**src/rtl/ts_conv_ctrl.sv**
```systemverilog
// Temperature-sensor conversion sequencer: powers the sensor up, settles, runs the
// START/DETOK handshake, averages samples, applies signed trim, publishes a saturated code.
module ts_conv_ctrl #(
  parameter int SETTLE_CYC  = 16,
  parameter int START_CYC   = 8,
  parameter int TIMEOUT_CYC = 1024,
  parameter int PERIOD_CYC  = 4096,
  parameter int AVG_LOG2    = 2
) (
  input  logic       clk,
  input  logic       RSTn,
  input  logic       FLOCK,
  input  logic       reg_ts_en_sel,
  input  logic       sw_trig,
  input  logic [3:0] reg_offset,
  input  logic       A2D_TS_DETOK,
  input  logic [7:0] A2D_TS_DOUT,
  output logic       D2A_TS_EN,
  output logic       D2A_TS_START_EN,
  output logic [7:0] ts_out,
  output logic       ts_valid,
  output logic       ts_err,
  output logic       ts_busy
);

  localparam int ACC_W   = 8 + AVG_LOG2;
  localparam int CNT_W   = AVG_LOG2 + 1;
  localparam int NSAMP   = 1 << AVG_LOG2;
  localparam int MAX_SS  = (SETTLE_CYC > START_CYC) ? SETTLE_CYC : START_CYC;
  localparam int TMR_MAX = (TIMEOUT_CYC > MAX_SS) ? TIMEOUT_CYC : MAX_SS;
  localparam int TMR_W   = $clog2(TMR_MAX + 1);
  localparam int PER_W   = $clog2(PERIOD_CYC + 1);

  typedef enum logic [2:0] {
    S_IDLE, S_PWRUP, S_START, S_WAIT_OK, S_ACC, S_DONE
  } state_t;

  state_t             state, next_state;
  logic [TMR_W-1:0]   tmr;
  logic [PER_W-1:0]   per_cnt;
  logic [ACC_W-1:0]   acc;
  logic [CNT_W-1:0]   cnt;
  logic               armed;
  logic               detok_m, detok_s;
  logic               round_start, capture, timeout, publish;
  logic [7:0]         avg;
  logic signed [9:0]  trimmed;
  logic [7:0]         result;

  // DETOK comes straight from the analog macro; two flops before any decision uses it.
  // NOTE: sequential state uses non-blocking (<=) so every flop samples pre-edge values.
  always_ff @(posedge clk or negedge RSTn) begin
    if (!RSTn) begin
      detok_m <= 1'b0;
      detok_s <= 1'b0;
    end else begin
      detok_m <= A2D_TS_DETOK;
      detok_s <= detok_m;
    end
  end

  // NOTE: every always_comb output gets a default first so no path infers a latch.
  always_comb begin
    next_state  = state;
    round_start = 1'b0;
    capture     = 1'b0;
    timeout     = 1'b0;
    unique case (state)
      S_IDLE: begin
        if (FLOCK && ((reg_ts_en_sel && per_cnt == '0) || (!reg_ts_en_sel && sw_trig))) begin
          next_state  = S_PWRUP;
          round_start = 1'b1;
        end
      end
      S_PWRUP:   if (tmr == TMR_W'(SETTLE_CYC - 1)) next_state = S_START;
      S_START:   if (tmr == TMR_W'(START_CYC - 1))  next_state = S_WAIT_OK;
      S_WAIT_OK: begin
        if (armed && detok_s) begin
          capture    = 1'b1;
          next_state = S_ACC;
        end else if (tmr == TMR_W'(TIMEOUT_CYC - 1)) begin
          timeout    = 1'b1;
          next_state = S_IDLE;
        end
      end
      S_ACC:     next_state = (cnt < CNT_W'(NSAMP)) ? S_START : S_DONE;
      S_DONE:    next_state = S_IDLE;
      default:   next_state = S_IDLE;
    endcase
    // Losing clock lock aborts silently from any active state.
    if (state != S_IDLE && !FLOCK) begin
      next_state = S_IDLE;
      capture    = 1'b0;
      timeout    = 1'b0;
    end
  end

  assign publish = (state == S_DONE) && FLOCK;

  always_comb begin
    avg     = acc[AVG_LOG2 +: 8];
    trimmed = $signed({2'b00, avg}) + $signed({{6{reg_offset[3]}}, reg_offset});
    if (trimmed[9])                result = 8'd0;
    else if (trimmed > 10'sd255)   result = 8'hFF;
    else                           result = trimmed[7:0];
  end

  always_ff @(posedge clk or negedge RSTn) begin
    if (!RSTn) begin
      state           <= S_IDLE;
      tmr             <= '0;
      per_cnt         <= '0;
      acc             <= '0;
      cnt             <= '0;
      armed           <= 1'b0;
      D2A_TS_EN       <= 1'b0;
      D2A_TS_START_EN <= 1'b0;
      ts_out          <= 8'd0;
      ts_valid        <= 1'b0;
      ts_err          <= 1'b0;
    end else begin
      state <= next_state;

      if (next_state != state)  tmr <= '0;
      else if (state != S_IDLE) tmr <= tmr + 1'b1;

      if (round_start)                                    per_cnt <= PER_W'(PERIOD_CYC - 1);
      else if (FLOCK && reg_ts_en_sel && per_cnt != '0)   per_cnt <= per_cnt - 1'b1;

      // A capture needs DETOK to have been seen low since this START began.
      if (next_state == S_START && state != S_START)                  armed <= 1'b0;
      else if ((state == S_START || state == S_WAIT_OK) && !detok_s)  armed <= 1'b1;

      if (capture) begin
        acc <= acc + ACC_W'(A2D_TS_DOUT);
        cnt <= cnt + 1'b1;
      end else if (next_state == S_IDLE) begin
        acc <= '0;
        cnt <= '0;
      end

      D2A_TS_EN       <= (next_state != S_IDLE);
      D2A_TS_START_EN <= (next_state == S_START);
      ts_valid        <= publish;
      ts_err          <= timeout;
      if (publish) ts_out <= result;
    end
  end

  assign ts_busy = (state != S_IDLE);

endmodule

```
**config.mk**
```make
export PLATFORM = sky130hd
export DESIGN_NAME = ts_conv_ctrl
export DESIGN_NICKNAME = d
export VERILOG_FILES = /design/src/rtl/ts_conv_ctrl.sv
export SDC_FILE = /design/constraint.sdc
export NUM_CORES = 1
export LEC_CHECK = 0
export ABC_AREA = 1
export BUFFER_PORTS_ARGS = -buffer_cell sky130_fd_sc_hd__clkbuf_2
export CORE_MARGIN = 5
export CORE_UTILIZATION = 56
export DETAILED_ROUTE_END_ITERATION = 16
export PLACE_DENSITY = 0.76
export SKIP_CTS_REPAIR_TIMING = 1
export SLEW_MARGIN = 20
export SYNTH_ARGS = -nofsm -noshare
export SYNTH_HDL_FRONTEND = slang
export SYNTH_SLANG_ARGS = --single-unit
```
**constraint.sdc**
```tcl
create_clock -name clk -period 5.1 [get_ports clk]
set_input_delay 0 -clock clk [delete_from_list [all_inputs] [get_ports clk]]
set_output_delay 0 -clock clk [all_outputs]
set_load 0.03 [all_outputs]
```
## After elaboration in Yosys (flattened, before gate mapping)

Index checks and enable logic that the tools add are counted.

| word-level totals | value |
|---|---|
| flip-flop bits (word level) | 55 |
| logic and storage cells | 85 |

| cells by class | value |
|---|---|
| $add $sub $neg | 5 |
| order comparisons | 2 |
| equal/unequal tests | 11 |
| muxes and demuxes | 29 |
| reductions and logical operators | 25 |

Operators with widths:

| kind | count |
|---|---|
| $mux 3 | 9 |
| $mux 13 | 2 |
| $mux 11 | 2 |
| $mux 10 | 2 |
| $mux 8 | 2 |
| $pmux 3 s5 | 1 |
| $logic_not 13->1 | 1 |
| $reduce_bool 13->1 | 1 |
| $sub 13x1->13 const B | 1 |
| $add 11x1->11 const B | 1 |
| $eq 11x10->1 const B | 1 |
| $eq 11x3->1 const B | 1 |
| $eq 11x4->1 const B | 1 |
| $mux 1 | 11 |
| $add 10x8->10 | 1 |
| $add 9x4->10 | 1 |
| $gt 10x9->1 const B | 1 |
| $logic_and 1x1->1 | 10 |
| $eq 3x2->1 const B | 3 |
| $reduce_bool 2->1 | 4 |
| $eq 3x3->1 const B | 2 |
| $logic_not 3->1 | 2 |
| $reduce_bool 3->1 | 2 |
| $add 3x1->3 const B | 1 |
| other kinds (6) | 9 |

## Longest topological paths before layout

| logic depth | value |
|---|---|
| word-level depth | 10 |
| depth in mapped cells | 14 |
| depth with buffers taken out | 13 |

## Least setup slack after synthesis

OpenSTA, ideal clock, no wires.

| timing path | value |
|---|---|
| kind | reg2reg |
| from | register acc[2] |
| to | register ts_out[0] |
| library setup time | 117 ps |
| data arrival time | 1,813 ps |
| data required time | 4,983 ps |
| path slack | 3,170 ps |
| cell stages (with the launch flop) | 12 |
| path buffers | 0 |
| clock period less this slack | 1,930 ps |
| path through | dfrtp_1 > ha_1 > inv_1 > fa_1 > o21ai_0 > nand3b_1 > nand3_1 > nand2_1 > nand2_1 > nand2_1 > nand2_1 > nand2_1 |

| on the way | value |
|---|---|
| cells in the longest elaborated chain, start to end | 4 |

RTL lines:

| item | line | RTL |
|---|---|---|
| from (decl) | 41 | `logic [ACC_W-1:0] acc;` |
| from (signal assigned) | 135 | `acc <= acc + ACC_W'(A2D_TS_DOUT);` |
| $add 9x4->10 * | 102 | `trimmed = $signed({2'b00, avg}) + $signed({{6{reg_offset[3]}}, reg_offset});` |
| $gt 10x9->1 | 104 | `else if (trimmed > 10'sd255) result = 8'hFF;` |
| $mux 8 | 104 |  |
| $mux 8 * | 103 | `if (trimmed[9]) result = 8'd0;` |
| to (signal assigned) | 146 | `if (publish) ts_out <= result;` |
| to (decl) | 20 | `output logic [7:0] ts_out,` |

Mark *: on every way between the ends. The rest lies on a longest branch, timed or not.
A chain may end at the register's enable or synchronous reset.

## Final worst setup path

| timing path | value |
|---|---|
| from | register acc[2] |
| to | register ts_out[5] |

The elaborated chain is that of the path after synthesis.

==> summary.txt <==
Yosys
  • Register area share after synthesis: 0.386
  • Syn Nets: 495
  • Most frequent cell after synthesis: nand2_1
  • Synth Register Bits: 55
  • Synth Instances: 454
  • Area leader, netlist: dfrtp_1
  • Yosys cell types: 42
  • Share of synthesized registers carrying an async set or reset: 1.00
  • Syn_area_per_cell: 7.85 um^2
  • Post-synth EDFFs: 0
  • Warnings, synthesis: 0
  • Mapped cell area: 3560 um^2
  • Commonest cells post-synth: 125 x nand2_1, 55 x dfrtp_1, 44 x inv_1, 36 x nor2_1, 25 x o21ai_0
  • Commonest register cell after synthesis: dfrtp_1
  • Top cell type's share of synthesized area: 0.386
  • Dominant cells by area after synthesis: dfrtp_1 39%, nand2_1 13%, ha_1 7.4%, inv_1 4.6%, nor2_1 3.8%

Clock network
  • Latest clock arrival within the worst-skew pair: 310 ps
  • Maximum root-to-sink buffer count: 2
  • # clock sinks: 55
  • Htree depth: 2
  • CTS tree: done
  • TritonCTS Buffers: 5
  • Clock Tree Root: clkbuf_8
  • Clock transition at path regs: 90 ps

Min path
  • Worst Hold Class: in -> reg

Placed design
  • PortBufs: 30
  • Hpwl dp: 5210 um
  • GPL Wtd Cong: 0.908

Floorplan
  • Die width: 89.8 um
  • Initial Util: 0.568
  • I/O pin cnt: 31
  • Core area: 6280 um^2
  • Die span in y: 89.8 um
  • Num rows: 29
  • Die area: 8060 um^2

Drt
  • WL final: 6870 um
  • Vias: 2926
  • Initial drt markers: 89
  • Top Metal Used: met4
  • DRC violations left: 0
  • Length of routed met3 wiring: 258 um
  • Drt first pass iters: 4
  • ANT nets after route: 0
  • M1 WL: 3220 um
  • Met2 wire len: 3330 um
  • Per-cell routed wire length: 12.1 um
  • Via/cell ratio: 5.15

Global route
  • Global-route wire length before repair: 12300 um
  • Largest net degree at the start of global routing: 56
  • Number of global-route vias before repair: 2884
  • Grt total ovfl: 0
  • All-Layer GR Usage: 0.177
  • Initial antenna violation count: 0

STA
  • Period utilisation layout: 0.428
  • Slew HR: 0.542
  • Final count of negative-setup-slack endpoints: 0
  • Fin Setup TNS: 0 ps
  • Setup repair after global routing missed its margin: no
  • FMAX: 0.458 GHz
  • Hold Fails Final Rpt: 0
  • Final Critical Period: 2180 ps
  • Clock skew: 10.1 ps
  • Slew Limit Fails: 0
  • Slew of the pin with the lowest slew margin: 687 ps

Run status
  • Status: finished clean

Cells and area
  • Storage cell area: 1380 um^2
  • Area of the multi-input gates: 1970 um^2
  • Share of cells above drive strength 1: 0.161
  • Final #Nets: 531
  • Final antenna diode count: 0
  • Area Overhead vs Synth: 9.13%
  • Fill cells: 569
  • Final core utilization: 0.620

Power and ir drop
  • Leak: 2.01 nW
  • Peak VDD IR: 0.182 mV
  • Total power divided by cell area: 280 nW/um^2

Setup path
  • Cell repeated most along the worst path: nand2_1
  • Startpoint types: flop
  • Peak per-stage delay on the critical path: 390 ps
  • Crit. End Element: flop
  • Delay-heaviest family, CP: simple AND/OR/NAND/NOR gates
  • CP Buf/Inv Count: 1
  • Worst Path Required: 5310 ps
  • CP Max Fanout: 5
  • CP Class: reg -> reg
  • Cell at the slowest stage of the critical path: dfrtp_1
  • Crit-path cells: ha_1, inv_1, fa_1, o21ai_0, nand3b_1, nand3_1, nand2_1, nand2_1, nand2_1, nand2_1, nand2_1
  • Crit path DAT: 2390 ps

Flow run
  • MaxCap Viol Count: 0
## flip-flops by register name, indices dropped and copies added, names as in the netlist
register and cells:
state 3, D2A_TS_EN 1, ts_valid 1, tmr 11, per_cnt 13, D2A_TS_START_EN 1
detok_s 1, acc 10, detok_m 1, ts_err 1, ts_out 8, armed 1
cnt 3
## final cells by class
class                           instances  area share
Multi-Input combinational cell        347       0.506
Sequential cell                        55       0.354
Inverter                               48      0.0476
Timing Repair Buffer                   33      0.0457
Tap cell                               77      0.0248
Clock buffer                            6      0.0187
Clock inverter                          2     0.00322
## path summary, 6_finish.rpt
kind / from / to / slack [ps] / depth (start not counted)
setup reg to reg: acc[2] / ts_out[5] / 2920 / 11
hold / removal: A2D_TS_DOUT[0] / acc[0] / 20 / 4
setup / recovery: acc[2] / ts_out[5] / 2920 / 11
hold reg to reg: detok_m / detok_s / 360 / 0
max in group asynchronous: RSTn / acc[4] / 4290 / 3
min in group asynchronous: RSTn / ts_out[0] / 330 / 3
## layer usage
metal,global-route usage,up-vias
met1,0.229,1323
met5,0,-
li1,-,1545
met4,0.0516,0
met2,0.299,52
met3,0.0334,6
## placed cells by master (no fill, tap or decap), types with 3 or more instances in the layout
cell      instances
a21oi_1          19
clkbuf_2         30
clkbuf_8          5
dfrtp_1          55
ha_1             21
inv_1            44
nand2_1         125
nand2_2           7
nand3_1          24
nand4_1          13
nor2_1           36
nor2_2           16
nor3_1            3
o21ai_0          25
o21ai_1           4
xnor2_1           9
xor2_1           13
## kinds of logic (layout without fill, tap and decap cells)
kind of cell / after synthesis / in the layout / share of synthesized area
compound gates: 59 / 59 / 0.0923
flops: 55 / 55 / 0.386
mux: 1 / 1 / 0.00281
simple gates: 242 / 242 / 0.318
buf+inv: 52 / 89 / 0.0614
fa+ha+maj: 23 / 23 / 0.0849
xor+xnor: 22 / 22 / 0.0541
## worst reg2reg max path, cell delays in order, from the launching register on
cell and delay, ps:
dfrtp_1 390, ha_1 210, inv_1 60, fa_1 390, o21ai_0 370, nand3b_1 150, nand3_1 90, nand2_1 90
nand2_1 160, nand2_1 70, nand2_1 60, nand2_1 40
## report_power, final
| group | leakage, nW | internal [mW] | total, mW | switching, mW |
|---|---|---|---|---|
| sequential | 0.712 | 0.483 | 0.531 | 0.0479 |
| combinational | 1.26 | 0.0966 | 0.320 | 0.223 |
| clock | 0.0412 | 0.0964 | 0.240 | 0.143 |
| total | 2.01 | 0.676 | 1.09 | 0.414 |
## metrics by stage
stage          instance area, um^2  worst slack, ps  hold slack [ps]  instances  power, mW
4_1_cts                       3870             2900             -227        566       1.10
5_1_grt                       3890             2610             56.0        568       1.16
3_5_place_dp                  3780             2920              111        558      0.859
2_1_floorplan                 3560             3170             -296        454      0.788
3_3_place_gp                  3780             3020              109        558      0.850
6_report                      3890             2920             20.2        568       1.09
(Power assumes the default switching activity.)
